[src/rtl/sync_fifo.sv]
// sync_fifo: single-clock FIFO with occupancy count, programmable almost flags,
// overflow/underflow pulses and a selectable standard or fall-through read port.
module sync_fifo #(
   parameter int DATA_WIDTH   = 32,
   parameter int ADDR_WIDTH   = 3,
   parameter int FWFT         = 0,
   parameter int AFULL_LEVEL  = 6,
   parameter int AEMPTY_LEVEL = 2
) (
   input  logic                  clk,
   input  logic                  reset,
   input  logic                  w_en,
   input  logic [DATA_WIDTH-1:0] w_data,
   input  logic                  r_en,
   output logic [DATA_WIDTH-1:0] r_data,
   output logic                  r_valid,
   output logic                  full,
   output logic                  empty,
   output logic                  almost_full,
   output logic                  almost_empty,
   output logic [ADDR_WIDTH:0]   count,
   output logic                  overflow,
   output logic                  underflow
);

   localparam int                  DEPTH      = 1 << ADDR_WIDTH;
   localparam logic [ADDR_WIDTH:0] PTR_ONE    = (ADDR_WIDTH+1)'(1);
   localparam logic [ADDR_WIDTH:0] AFULL_CNT  = (ADDR_WIDTH+1)'(AFULL_LEVEL);
   localparam logic [ADDR_WIDTH:0] AEMPTY_CNT = (ADDR_WIDTH+1)'(AEMPTY_LEVEL);

   logic [DATA_WIDTH-1:0] mem [DEPTH];
   logic [ADDR_WIDTH:0]   wr_ptr;
   logic [ADDR_WIDTH:0]   rd_ptr;
   logic [ADDR_WIDTH:0]   count_nxt;
   logic                  wr_acc;
   logic                  rd_acc;

   // Pointers carry an extra wrap bit so full and empty are distinguishable.
   assign empty = (wr_ptr == rd_ptr);
   assign full  = (wr_ptr[ADDR_WIDTH] != rd_ptr[ADDR_WIDTH]) &&
                  (wr_ptr[ADDR_WIDTH-1:0] == rd_ptr[ADDR_WIDTH-1:0]);

   // Handshake: r_en is a pop request, honoured only when not empty. In
   // fall-through mode r_valid/r_en act as valid/acknowledge: the head word is
   // consumed on a clock edge where both are high. A write into a full FIFO is
   // honoured only when a pop is honoured in the same cycle.
   assign rd_acc = r_en & ~empty;
   assign wr_acc = w_en & (~full | rd_acc);

   always_comb begin
      count_nxt = count;
      case ({wr_acc, rd_acc})
         2'b10:   count_nxt = count + PTR_ONE;
         2'b01:   count_nxt = count - PTR_ONE;
         default: count_nxt = count;
      endcase
   end

   always_ff @(posedge clk or posedge reset) begin
      if (reset) begin
         wr_ptr       <= '0;
         rd_ptr       <= '0;
         count        <= '0;
         almost_full  <= 1'b0;
         almost_empty <= 1'b1;
         overflow     <= 1'b0;
         underflow    <= 1'b0;
      end else begin
         if (wr_acc) wr_ptr <= wr_ptr + PTR_ONE;
         if (rd_acc) rd_ptr <= rd_ptr + PTR_ONE;
         count        <= count_nxt;
         almost_full  <= (count_nxt >= AFULL_CNT);
         almost_empty <= (count_nxt <= AEMPTY_CNT);
         overflow     <= w_en & ~wr_acc;
         underflow    <= r_en & empty;
      end
   end

   // Storage is deliberately left out of reset.
   always_ff @(posedge clk) begin
      if (wr_acc) mem[wr_ptr[ADDR_WIDTH-1:0]] <= w_data;
   end

   generate
      if (FWFT != 0) begin : g_fwft
         assign r_data  = mem[rd_ptr[ADDR_WIDTH-1:0]];
         assign r_valid = ~empty;
      end else begin : g_std
         logic [DATA_WIDTH-1:0] r_data_q;
         logic                  r_valid_q;

         always_ff @(posedge clk or posedge reset) begin
            if (reset) begin
               r_data_q  <= '0;
               r_valid_q <= 1'b0;
            end else begin
               if (rd_acc) r_data_q <= mem[rd_ptr[ADDR_WIDTH-1:0]];
               r_valid_q <= rd_acc;
            end
         end

         assign r_data  = r_data_q;
         assign r_valid = r_valid_q;
      end
   endgenerate

endmodule
[config.mk]
export PLATFORM = sky130hd
export DESIGN_NAME = sync_fifo
export DESIGN_NICKNAME = d
export VERILOG_FILES = /design/src/rtl/sync_fifo.sv
export SDC_FILE = /design/constraint.sdc
export NUM_CORES = 1
export LEC_CHECK = 0
export CAP_MARGIN = 20
export CORE_MARGIN = 3
export CORE_UTILIZATION = 35
export CTS_BUF_LIST = sky130_fd_sc_hd__clkbuf_16
export DETAILED_ROUTE_END_ITERATION = 8
export PLACE_DENSITY = 0.52
export REMOVE_ABC_BUFFERS = 1
export SYNTH_ARGS = -nofsm -noshare
export SYNTH_HDL_FRONTEND = slang
export SYNTH_SLANG_ARGS = --single-unit
export TNS_END_PERCENT = 100
[constraint.sdc]
create_clock -name clk -period 6.1 [get_ports clk]
set_input_delay 0.915 -clock clk [delete_from_list [all_inputs] [get_ports clk]]
set_output_delay 0.915 -clock clk [all_outputs]
set_load 0.05 [all_outputs]
==> impl_metrics.tcl, run 1 <==
set metrics [dict create \
    outcome "complete, no violations" \
    clockRootBuffer "clkbuf_16" \
    ant_nets 0 \
    post_cts_resized 0 \
    core_area_um2 32800 \
    grt_overflow 0 \
    ys_ff_latch 305 \
    cts_buffers 34 \
    grt_pass1_wl_um 36600 \
    die_w_um 189 \
    antenna_found_initial 1 \
    cts_tree "built" \
    vias_per_cell 4.86 \
    dieHeight_um 189 \
    slew_headroom 0.348 \
    cts_sinks 305 \
    avgRoutedWirePerCell_um 21.2 \
    hold_class "reg -> reg" \
    cp.required_ns 5.18 \
    start_util 0.357 \
    drtIter0Drc 379 \
    ys_seq_area_frac 0.761 \
    tns_ns 0 \
    multi_input_area_um2 2590 \
    dpl.hpwl_um 12400 \
    final_cell_mix "edfxtp_1, clkdlybuf4s50_1, mux4_2" \
    arrival_ns 2.94 \
    report.final.slew_viol_count 0 \
    n_antenna_cell 0 \
    totalWireLength_um 23900 \
    via_count 5480 \
    finalCritPeriodShare 0.631 \
    final_common_cell "edfxtp_1" \
    post-cts-setup-buffers 0 \
    portBuffers 78 \
    end_kind "output port" \
    postCtsHoldBufs 0 \
    grt_pass1_vias 5938 \
    syn_area_per_cell_um2 20.6 \
    p_per_area_nw_per_um2 532 \
    io_pins 79 \
    tightest_slew_ns 0.976 \
    path_max_fanout 51 \
    hold_viol_final 0 \
    fmax_mhz 260 \
    grt_setup_unrepaired "no" \
    seq_area_um2 8930 \
    p_leak_uw 0.00484 \
    min_period_ns 3.85 \
    grt_max_degree 69 \
    grt_usage 0.136 \
    gp_congestion 0.699 \
    worst_setup_path_start_kind "flop" \
    drc 0 \
    path_class "reg -> out" \
    nets 702 \
    clock_skew_ns 0.0165 \
    holdWs_ns 0.478 \
    area_growth_pct 21.0 \
    synth.distinct_cells 42 \
    worstSkewPairLatency_ns 0.51 \
    syn_inst 568 \
    fin_cells 1128 \
    dp.cells 1066 \
    setup_viol 0 \
    synth_area_um2 11700 \
    drive_above_1_share 0.217 \
    htree_levels 2 \
    clockBufferDepth 3 \
    dieArea_um2 35700 \
    rows 66 \
    clk_pin_slew_worst_paths_ns 0.06 \
    vdd_drop_max_mv 0.235 \
    first_pass_iters 4 \
    ys_warn_count 0 \
    fillers 2860 \
    max-cap-violations 0 \
]
-- routing by layer --
layer	GRT usage	wire, um	up-vias
met1	0.183	10500	2861
met5	0	14	-
li1	-	-	2450
met3	0.0305	1330	39
met2	0.226	11600	128
met4	0.0378	469	2
-- power by group --
group	switching, uW	leakage [uW]	total, uW	internal [uW]
clock	788	0.000612	2180	1390
sequential	422	0.00291	3130	2710
combinational	1250	0.00131	2230	985
total	2460	0.00484	7540	5080
-- critical path, cell delays in order, from the launching register on --
cell and delay (ns):
dfrtp_4 1.01, xnor2_1 0.24, nand4_2 0.22, inv_1 0.11, clkdlybuf4s50_1 0.80
-- state kept, by name, indices dropped and copies added (netlist names) --
register	count
overflow	1
count	4
underflow	1
rd_ptr	4
wr_ptr	4
almost_empty	1
r_valid	1
almost_full	1
r_data	32
mem	256
-- final cells by class --
cell class	count	area share
sequential	305	0.630
multi-input combinational	221	0.183
clock buffer	37	0.0653
timing repair buffer	88	0.0604
tap	442	0.0390
clock inverter	25	0.0206
inverter	10	0.00265
-- kinds of logic (layout without fill, tap and decap cells) --
logic type / count (synthesis) / after routing / share of synthesized area
mux: 99 / 99 / 0.153
buf+inv: 42 / 160 / 0.0221
simple gates: 60 / 60 / 0.0240
flops: 305 / 305 / 0.761
xor+xnor: 14 / 14 / 0.0124
compound gates: 42 / 42 / 0.0203
fa+ha+maj: 6 / 6 / 0.00705
-- synth_stat cells --
master      n  share of area
a211oi_1    1        0.00064
a21oi_1     1        0.00043
a31oi_1     1        0.00053
a41o_1      1        0.00085
and3_1      2         0.0011
and4b_1     1        0.00085
buf_1       1        0.00032
buf_12      1         0.0017
buf_2      14         0.0060
buf_4       3         0.0019
buf_6       6         0.0058
buf_8       1         0.0013
clkbuf_1    6         0.0019
dfrtp_1    48           0.10
dfstp_2     1         0.0022
edfxtp_1  256           0.66
fa_1        1         0.0017
ha_1        5         0.0053
inv_1       9         0.0029
inv_2       1        0.00032
mux2_1      1        0.00096
mux2_4      1         0.0013
mux2i_1    33          0.028
mux4_2     64           0.12
nand2_1    36          0.012
nand2b_1    3         0.0016
nand3_1     2        0.00085
nand3b_1    1        0.00064
nand4_2     1         0.0011
nor2_1      3        0.00096
nor2_2      1        0.00053
nor3_1      7         0.0030
nor4_1      2         0.0011
nor4bb_1    1        0.00085
o211ai_1    3         0.0019
o21ai_0     2        0.00085
o21ai_1    32          0.014
o21ai_4     1         0.0014
xnor2_1     7         0.0052
xnor2_2     2         0.0028
xor2_1      4         0.0030
xor2_2      1         0.0014
-- per-stage QoR --
stage                util  power, uW  setup WS (ns)  cell area (um^2)
floorplan               -       4700         -0.736             11500
global placement    0.395       5400           2.74             13000
detailed placement  0.395       5470           2.54             13000
CTS                 0.432       7670           2.20             14200
global route        0.432       7940           2.07             14200
finish              0.432       7540           2.25             14200
-- worst paths after layout --
kind / from / end / slack [ns] / depth (start not counted)
hold reg to reg: r_data[14] / r_data[14] / 0.48 / 2
hold / removal: r_data[14] / r_data[14] / 0.48 / 2
setup / recovery: rd_ptr[2] / full / 2.25 / 4
setup reg to reg: rd_ptr[2] / almost_empty / 2.52 / 9
max in group asynchronous: reset / rd_ptr[2] / 4.59 / 3
min in group asynchronous: reset / almost_full / 0.95 / 3
No activity file was read; power rests on OpenSTA's default activity.
==> inputs of run 2 (changes only) <==
- PLACE_DENSITY: 0.52 -> 0.54
- clock period: 6.1 -> 3.1 ns (I/O delays scaled with it)
==> run 2 against run 1 <==
  * Non-clock buffer count increased by 12
  * Wire length increased by 0.39%
  * Worst hold slack improved by 0.0097 ns
  * Worst setup slack got worse by 2.0 ns
  * Sequential share of layout area increased by 0.48 points
  * Die area unchanged
  * Critical path type is now reg -> reg
  * Largest power group unchanged
==> impl_metrics.tcl, run 2 (synthesis gave the netlist of run 1 again) <==
set metrics [dict create \
    grt_pass1_wl_um 37100 \
    p_per_area_nw_per_um2 1010 \
    hold_viol_final 0 \
    rrSetupSlack_ns 0.21 \
    rows 66 \
    drtIter0Drc 402 \
    portBuffers 78 \
    largest_reg_flops 256 \
    setup_viol 0 \
    dp_worst_setup_slack_ns -0.0480 \
    crit_path_frequent_cell "ha_1" \
    fillers 2852 \
    min_period_ns 2.89 \
    io_pins 79 \
    critical_path.slowest_cell "dfrtp_1" \
    clockBufferDepth 3 \
    hold_class "reg -> reg" \
    report.final.slew_viol_count 0 \
    arrival_ns 3.27 \
    grt_max_degree 69 \
    min_from "r_data[15]" \
    multi_input_area_um2 2590 \
    design_area_um2 14100 \
    start_util 0.357 \
    cp.required_ns 3.48 \
    finalCritPeriodShare 0.932 \
    dieArea_um2 35700 \
    antenna_found_initial 2 \
    postCtsHoldBufs 0 \
    clock_skew_ns 0.00821 \
    cts_sinks 305 \
    cts_buffers 34 \
    cts_tree "built" \
    slew_headroom 0.392 \
    outcome "complete, no violations" \
    r2r-start "wr_ptr[0]" \
    core_area_um2 32800 \
    grt_usage 0.137 \
    reg2reg_depth 9 \
    dpl.hpwl_um 13200 \
    path_max_fanout 9 \
    clk_pin_slew_worst_paths_ns 0.06 \
    clockRootBuffer "clkbuf_16" \
    die_w_um 189 \
    fin_ws_ns 0.211 \
    crit_chain "xnor2_2, nand4_2, o21ai_4, ha_1, ha_1, a21oi_1, a211oi_1, o21ai_0, nor4bb_1" \
    p_leak_uw 0.00482 \
    post-cts-setup-buffers 0 \
    ant_nets 0 \
    path_class "reg -> reg" \
    end_kind "flop" \
    hold_depth 2 \
    reg2reg_to "almost_empty" \
    tns_ns 0 \
    drive_above_1_share 0.220 \
    worstSkewPairLatency_ns 0.49 \
    avgRoutedWirePerCell_um 21.0 \
    seq_area_um2 8920 \
    final_cell_mix "edfxtp_1, clkdlybuf4s50_1, mux4_2" \
    htree_levels 2 \
    area_growth_pct 20.0 \
    via_count 5550 \
    grt_setup_unrepaired "no" \
    drc 0 \
    first_pass_iters 4 \
    vias_per_cell 4.87 \
    grt_overflow 0 \
    gp_congestion 0.755 \
    tightest_slew_ns 0.912 \
    totalWireLength_um 24000 \
    worst_setup_path_start_kind "flop" \
    n_antenna_cell 0 \
    grt_pass1_vias 6003 \
    final_common_cell "edfxtp_1" \
    place_area_um2 13100 \
    post_cts_resized 0 \
    fmax_mhz 346 \
    critPathMaxStageDelay_ns 0.61 \
    dieHeight_um 189 \
    holdPathEnd "r_data[15]" \
    vdd_drop_max_mv 0.689 \
    nets 714 \
    max-cap-violations 0 \
]
[run 2: metal layers]
layer	vias to the layer above	routed length [um]	GRT usage
met3	38	1260	0.0331
met4	4	406	0.0329
met2	134	11600	0.222
li1	2478	-	-
met1	2896	10600	0.188
met5	-	28	0
[run 2: layout make-up]
type,instances,share of cell area
Inverter,10,0.00267
Timing Repair Buffer,100,0.0687
Sequential cell,305,0.634
Tap cell,442,0.0393
Multi-Input combinational cell,221,0.184
Clock inverter,26,0.00863
Clock buffer,35,0.0623
[run 2: worst max-delay path by stage]
stage,start,to,slack (ns),cells after the start
floorplan,rd_ptr[0],mem[0][0],-3.74,4
global placement,r_en,almost_empty,0.20,10
finish,wr_ptr[0],almost_empty,0.21,9
CTS,wr_ptr[0],almost_empty,0.22,9
detailed placement,r_en,almost_empty,-0.05,10
global route,wr_ptr[0],almost_empty,0.04,9
[run 2: power breakdown]
part	internal, uW	switching [uW]
Combinational	2010	2940
Clock	2040	1510
Sequential	5330	344
[run 2: metrics by stage]
stage | cells | hold slack (ns) | total power (uW) | util
final | 1139 | 0.488 | 14200 | 0.429
after global routing | 1139 | 0.519 | 15000 | 0.429
after CTS | 1139 | 0.493 | 14400 | 0.429
after detailed placement | 1078 | 0.480 | 10800 | 0.399
after global placement | 1078 | 0.467 | 10700 | 0.399
after floorplan | 536 | 0.532 | 9260 | -
[run 2: worst max-delay path, delay by kind of cell, from the launching register on]
kind | cells | cell delay (ns)
adder cells (fa/ha/maj) | 2 | 0.56
AND/OR/NAND/NOR | 2 | 0.57
flip-flops | 1 | 0.61
XOR/XNOR | 1 | 0.19
AO/OA/AOI/OAI | 4 | 0.86
